===== src/rtl/mem_arbiter.sv =====
// Three-port single-memory arbiter: host (top priority) plus fetch/data round-robin.
// The host port is only active when MEM_ARB_HOST_EN is defined.
module mem_arbiter #(
  parameter int AW = 8,
  parameter int DW = 8
) (
  input  logic          clk,
  input  logic          rst,
  input  logic          if_req,
  input  logic [AW-1:0] if_addr,
  output logic          if_gnt,
  input  logic          d_req,
  input  logic          d_we,
  input  logic [AW-1:0] d_addr,
  input  logic [DW-1:0] d_wdata,
  output logic          d_gnt,
  input  logic          h_req,
  input  logic          h_we,
  input  logic [AW-1:0] h_addr,
  input  logic [DW-1:0] h_wdata,
  output logic          h_gnt,
  output logic          rvalid,
  output logic [1:0]    rid,
  output logic [DW-1:0] rdata,
  output logic          mem_en,
  output logic          mem_we,
  output logic [AW-1:0] mem_addr,
  output logic [DW-1:0] mem_wdata,
  input  logic [DW-1:0] mem_rdata
);

  typedef enum logic [1:0] {IDLE, ACC, RESP} state_t;

  state_t        state, state_nx;
  logic [1:0]    owner, owner_nx;
  logic          we_r, we_nx;
  logic [AW-1:0] addr_r, addr_nx;
  logic [DW-1:0] wdata_r, wdata_nx;
  logic          rr, rr_nx;     // 0: fetch wins a fetch/data tie
  logic          host_req;

`ifdef MEM_ARB_HOST_EN
  assign host_req = h_req;
`else
  // Port stays connected but can never win arbitration.
  assign host_req = h_req & 1'b0;
`endif

  always_comb begin
    state_nx = state;
    owner_nx = owner;
    we_nx    = we_r;
    addr_nx  = addr_r;
    wdata_nx = wdata_r;
    rr_nx    = rr;
    case (state)
      ACC: state_nx = RESP;
      default: begin
        state_nx = IDLE;
        if (host_req) begin
          state_nx = ACC;
          owner_nx = 2'd2;
          we_nx    = h_we;
          addr_nx  = h_addr;
          wdata_nx = h_wdata;
        end else if (if_req && (!d_req || !rr)) begin
          state_nx = ACC;
          owner_nx = 2'd0;
          we_nx    = 1'b0;
          addr_nx  = if_addr;
          rr_nx    = ~rr;
        end else if (d_req) begin
          state_nx = ACC;
          owner_nx = 2'd1;
          we_nx    = d_we;
          addr_nx  = d_addr;
          wdata_nx = d_wdata;
          rr_nx    = ~rr;
        end
      end
    endcase
  end

  always_ff @(posedge clk) begin
    if (!rst) begin
      state   <= IDLE;
      owner   <= '0;
      we_r    <= 1'b0;
      addr_r  <= '0;
      wdata_r <= '0;
      rr      <= 1'b0;
    end else begin
      state   <= state_nx;
      owner   <= owner_nx;
      we_r    <= we_nx;
      addr_r  <= addr_nx;
      wdata_r <= wdata_nx;
      rr      <= rr_nx;
    end
  end

  assign mem_en    = (state == ACC);
  assign mem_we    = mem_en & we_r;
  assign mem_addr  = addr_r;
  assign mem_wdata = wdata_r;

  assign if_gnt = mem_en && (owner == 2'd0);
  assign d_gnt  = mem_en && (owner == 2'd1);
`ifdef MEM_ARB_HOST_EN
  assign h_gnt  = mem_en && (owner == 2'd2);
`else
  assign h_gnt  = 1'b0;
`endif

  assign rvalid = (state == RESP) && !we_r;
  assign rid    = owner;
  assign rdata  = rvalid ? mem_rdata : '0;

endmodule


===== config.mk =====
export PLATFORM = sky130hd
export DESIGN_NAME = mem_arbiter
export DESIGN_NICKNAME = d
export VERILOG_FILES = /design/src/rtl/mem_arbiter.sv
export SDC_FILE = /design/constraint.sdc
export NUM_CORES = 1
export LEC_CHECK = 0
export ABC_AREA = 1
export BUFFER_PORTS_ARGS = -buffer_cell sky130_fd_sc_hd__buf_2
export CELL_PAD_IN_SITES_DETAIL_PLACEMENT = 0
export CELL_PAD_IN_SITES_GLOBAL_PLACEMENT = 1
export CORE_ASPECT_RATIO = 0.7
export CORE_MARGIN = 5
export CORE_UTILIZATION = 26
export CTS_CLUSTER_DIAMETER = 40
export CTS_CLUSTER_SIZE = 8
export DETAILED_ROUTE_END_ITERATION = 7
export PLACE_DENSITY_LB_ADDON = 0.1
export SETUP_SLACK_MARGIN = 0.1
export SYNTH_ARGS = -nofsm -noshare
export SYNTH_HDL_FRONTEND = slang
export SYNTH_SLANG_ARGS = --single-unit

===== constraint.sdc =====
create_clock -name clk -period 1.7 [get_ports clk]
set_input_delay 0.085 -clock clk [delete_from_list [all_inputs] [get_ports clk]]
set_output_delay 0.085 -clock clk [all_outputs]
set_load 0.01 [all_outputs]

==> metrics.txt <==
# TYPE chip_impl_metric gauge
chip_impl_info{name="outcome",value="complete, no violations"} 1
chip_impl_metric{name="die_h",unit="µm"} 65.76
chip_impl_metric{name="finalMaxSlewViolations",unit=""} 0
chip_impl_metric{name="num-nets-final",unit=""} 314
chip_impl_metric{name="core_region_area",unit="mm²"} 0.004329
chip_impl_metric{name="route.final.wire_length",unit="µm"} 3312
chip_impl_metric{name="number_of_setup_buffers_added_after_cts",unit=""} 0
chip_impl_metric{name="drv_cap",unit=""} 0
chip_impl_metric{name="period_minus_slack",unit="ns"} 1.336
chip_impl_metric{name="start_util",unit=""} 0.2668
chip_impl_metric{name="critical_path_required",unit="ns"} 1.62
chip_impl_metric{name="vias_in_the_first_global_route",unit=""} 1132
chip_impl_info{name="layout.cells.most_common",value="sky130_fd_sc_hd__buf_2"} 1
chip_impl_metric{name="crit_arrival",unit="ns"} 1.25
chip_impl_metric{name="yosys_register_bits",unit=""} 21
chip_impl_metric{name="leakage",unit="nW"} 0.9563
chip_impl_metric{name="placement.io_buffers",unit=""} 66
chip_impl_metric{name="final.setup.worst_slack",unit="ns"} 0.3639
chip_impl_metric{name="post-route-period-util",unit=""} 0.7859
chip_impl_metric{name="dr.first_iter.drc_count",unit=""} 48
chip_impl_metric{name="clk_pin_slew",unit="ns"} 0.07
chip_impl_metric{name="rr_worst_depth",unit=""} 6
chip_impl_metric{name="synth.avg_cell_area",unit="µm²"} 5.984
chip_impl_metric{name="wl_met3",unit="µm"} 311
chip_impl_metric{name="crit_path_max_fanout",unit=""} 8
chip_impl_metric{name="syn_area",unit="mm²"} 0.001155
chip_impl_metric{name="detailedRoute.firstPassIterationCount",unit=""} 4
chip_impl_info{name="layout.cells.most_common_list",value="sky130_fd_sc_hd__buf_2, sky130_fd_sc_hd__nor2_1, sky130_fd_sc_hd__inv_1"} 1
chip_impl_metric{name="synthesized_instance_count",unit=""} 193
chip_impl_metric{name="hold_path_depth",unit=""} 5
chip_impl_info{name="startpoint_type",value="register"} 1
chip_impl_metric{name="grt_util_all_layers",unit=""} 0.1142
chip_impl_metric{name="drive_gt1_frac",unit=""} 0.3023
chip_impl_metric{name="fin_tns_setup",unit="ns"} 0
chip_impl_metric{name="final-setup-viol-count",unit=""} 0
chip_impl_metric{name="grt_start_max_net_pins",unit=""} 19
chip_impl_metric{name="die_area",unit="mm²"} 0.005896
chip_impl_info{name="hold_path.class",value="in2reg"} 1
chip_impl_metric{name="finalHoldViolCount",unit=""} 0
chip_impl_info{name="dr.max_layer_used",value="met3"} 1
chip_impl_metric{name="antenna_cells_inserted",unit=""} 0
chip_impl_info{name="grt_setup_unrepaired",value="no"} 1
chip_impl_metric{name="synth_seq_area_share",unit=""} 0.3640
chip_impl_metric{name="grt_antenna_before_repair",unit=""} 0
chip_impl_metric{name="chipWidth",unit="µm"} 89.66
chip_impl_metric{name="vdd.ir_drop.worst",unit="mV"} 0.2538
chip_impl_info{name="root_buffer",value="sky130_fd_sc_hd__clkbuf_8"} 1
chip_impl_metric{name="routedWlPerCell",unit="µm"} 10.58
chip_impl_metric{name="rows",unit=""} 20
chip_impl_metric{name="design.portCount",unit=""} 87
chip_impl_metric{name="cts_inserted_buffers",unit=""} 3
chip_impl_metric{name="fmax",unit="MHz"} 748.4
chip_impl_metric{name="multi_input_area",unit="µm²"} 526.8
chip_impl_metric{name="seq_area",unit="µm²"} 420.4
chip_impl_metric{name="m1WireLength",unit="µm"} 1592
chip_impl_metric{name="detail_route.drc_violations",unit=""} 0
chip_impl_metric{name="power_per_cell_area",unit="mW/mm²"} 779.7
chip_impl_info{name="setup.worst_path.end_class",value="output pin"} 1
chip_impl_info{name="cts_tree",value="built"} 1
chip_impl_metric{name="post-dp-hpwl",unit="µm"} 2573
chip_impl_metric{name="gp_congestion",unit=""} 0.6995
chip_impl_metric{name="dp_slack",unit="ns"} 0.4338
chip_impl_info{name="setup.worst_path.class",value="reg2out"} 1
chip_impl_metric{name="htreeDepth",unit=""} 1
chip_impl_metric{name="cts.path.max_buffers",unit=""} 2
chip_impl_metric{name="final.setup_skew",unit="ns"} 0.004499
chip_impl_metric{name="cts.repair.resized",unit=""} 0
chip_impl_metric{name="grt_overflow",unit=""} 0
chip_impl_metric{name="post_synthesis_cell_type_count",unit=""} 20
chip_impl_metric{name="routed_via_density",unit=""} 4.016
chip_impl_metric{name="yosys_warnings",unit=""} 0
chip_impl_metric{name="layout.filler_cells",unit=""} 500
chip_impl_metric{name="route.vias.total",unit=""} 1257
chip_impl_metric{name="ctsHoldBuffers",unit=""} 0
chip_impl_metric{name="syn_to_layout_area_delta",unit="%"} 35.75
chip_impl_metric{name="grt_pass1_wl",unit="µm"} 5202
chip_impl_metric{name="met2_wirelength",unit="µm"} 1409
chip_impl_metric{name="clk-insertion-delay-late",unit="ns"} 0.26
chip_impl_metric{name="cts_num_sinks",unit=""} 21
chip_impl_metric{name="antenna_left",unit=""} 0
## report_power, final
| group | switching, mW | internal (mW) |
|---|---|---|
| clock network | 0.164 | 0.167 |
| registers | 0.0240 | 0.538 |
| logic | 0.195 | 0.134 |
## synth_stat cells, drive strengths merged
cell type | count | area (µm²)
dfxtp | 21 | 420.4
a21oi | 3 | 15.01
nor3 | 1 | 5.000
o21ai | 2 | 10.00
nand3 | 8 | 40.04
clkbuf | 1 | 3.750
nand2 | 40 | 160.2
inv | 41 | 153.9
nor2 | 59 | 239.0
nand4 | 8 | 50.05
buf | 8 | 53.80
conb | 1 | 3.750
## layer usage
layer | GRT usage | up-vias
li1 | - | 690
met1 | 0.1510 | 527
met2 | 0.1797 | 40
met3 | 0.03509 | 0
met4 | 0.02788 | 0
met5 | 0 | -
## cell type report
class	instances	area share
Inverter	41	0.09816
Timing Repair Buffer	69	0.2251
Multi-Input combinational cell	123	0.3360
Clock buffer	4	0.02873
Tap cell	55	0.04389
Sequential cell	21	0.2682
## cells by family after synthesis
family          synth area share
simple gates              0.4280
buf+inv                   0.1831
flops                     0.3640
compound gates           0.02166
other cells             0.003247
## per-stage QoR
stage | total power [mW] | instances | area, µm² | hold slack (ns) | util
after floorplan | 0.7802 | 194 | 1159 | 0.2571 | -
after global placement | 0.9083 | 309 | 1523 | 0.4126 | 0.3517
after detailed placement | 0.9074 | 309 | 1523 | 0.4154 | 0.3517
after CTS | 1.252 | 313 | 1568 | 0.1326 | 0.3621
after global routing | 1.319 | 313 | 1568 | 0.1792 | 0.3621
final | 1.222 | 313 | 1568 | 0.1392 | 0.3621
## worst max-delay path: stages (launching register included)
cell                      delay (ns)
sky130_fd_sc_hd__dfxtp_1        0.33
sky130_fd_sc_hd__nor3_1         0.24
sky130_fd_sc_hd__inv_1          0.18
sky130_fd_sc_hd__nor2_1         0.11
sky130_fd_sc_hd__buf_2          0.14
## state kept, by name, indices dropped and copies added, names as in the netlist
| signal | cells |
|---|---|
| mem_addr | 8 |
| mem_wdata | 8 |
| state | 2 |
| rid | 1 |
| rr | 1 |
| we_r | 1 |
## worst paths after layout
check                     from      endpoint  slack [ns]
setup / recovery          we_r      rdata[1]        0.36
hold / removal            d_we          we_r        0.14
setup reg to reg            rr  mem_wdata[5]        0.45
hold reg to reg   mem_wdata[7]  mem_wdata[7]        0.48
Power figures use the tool's default switching activity.
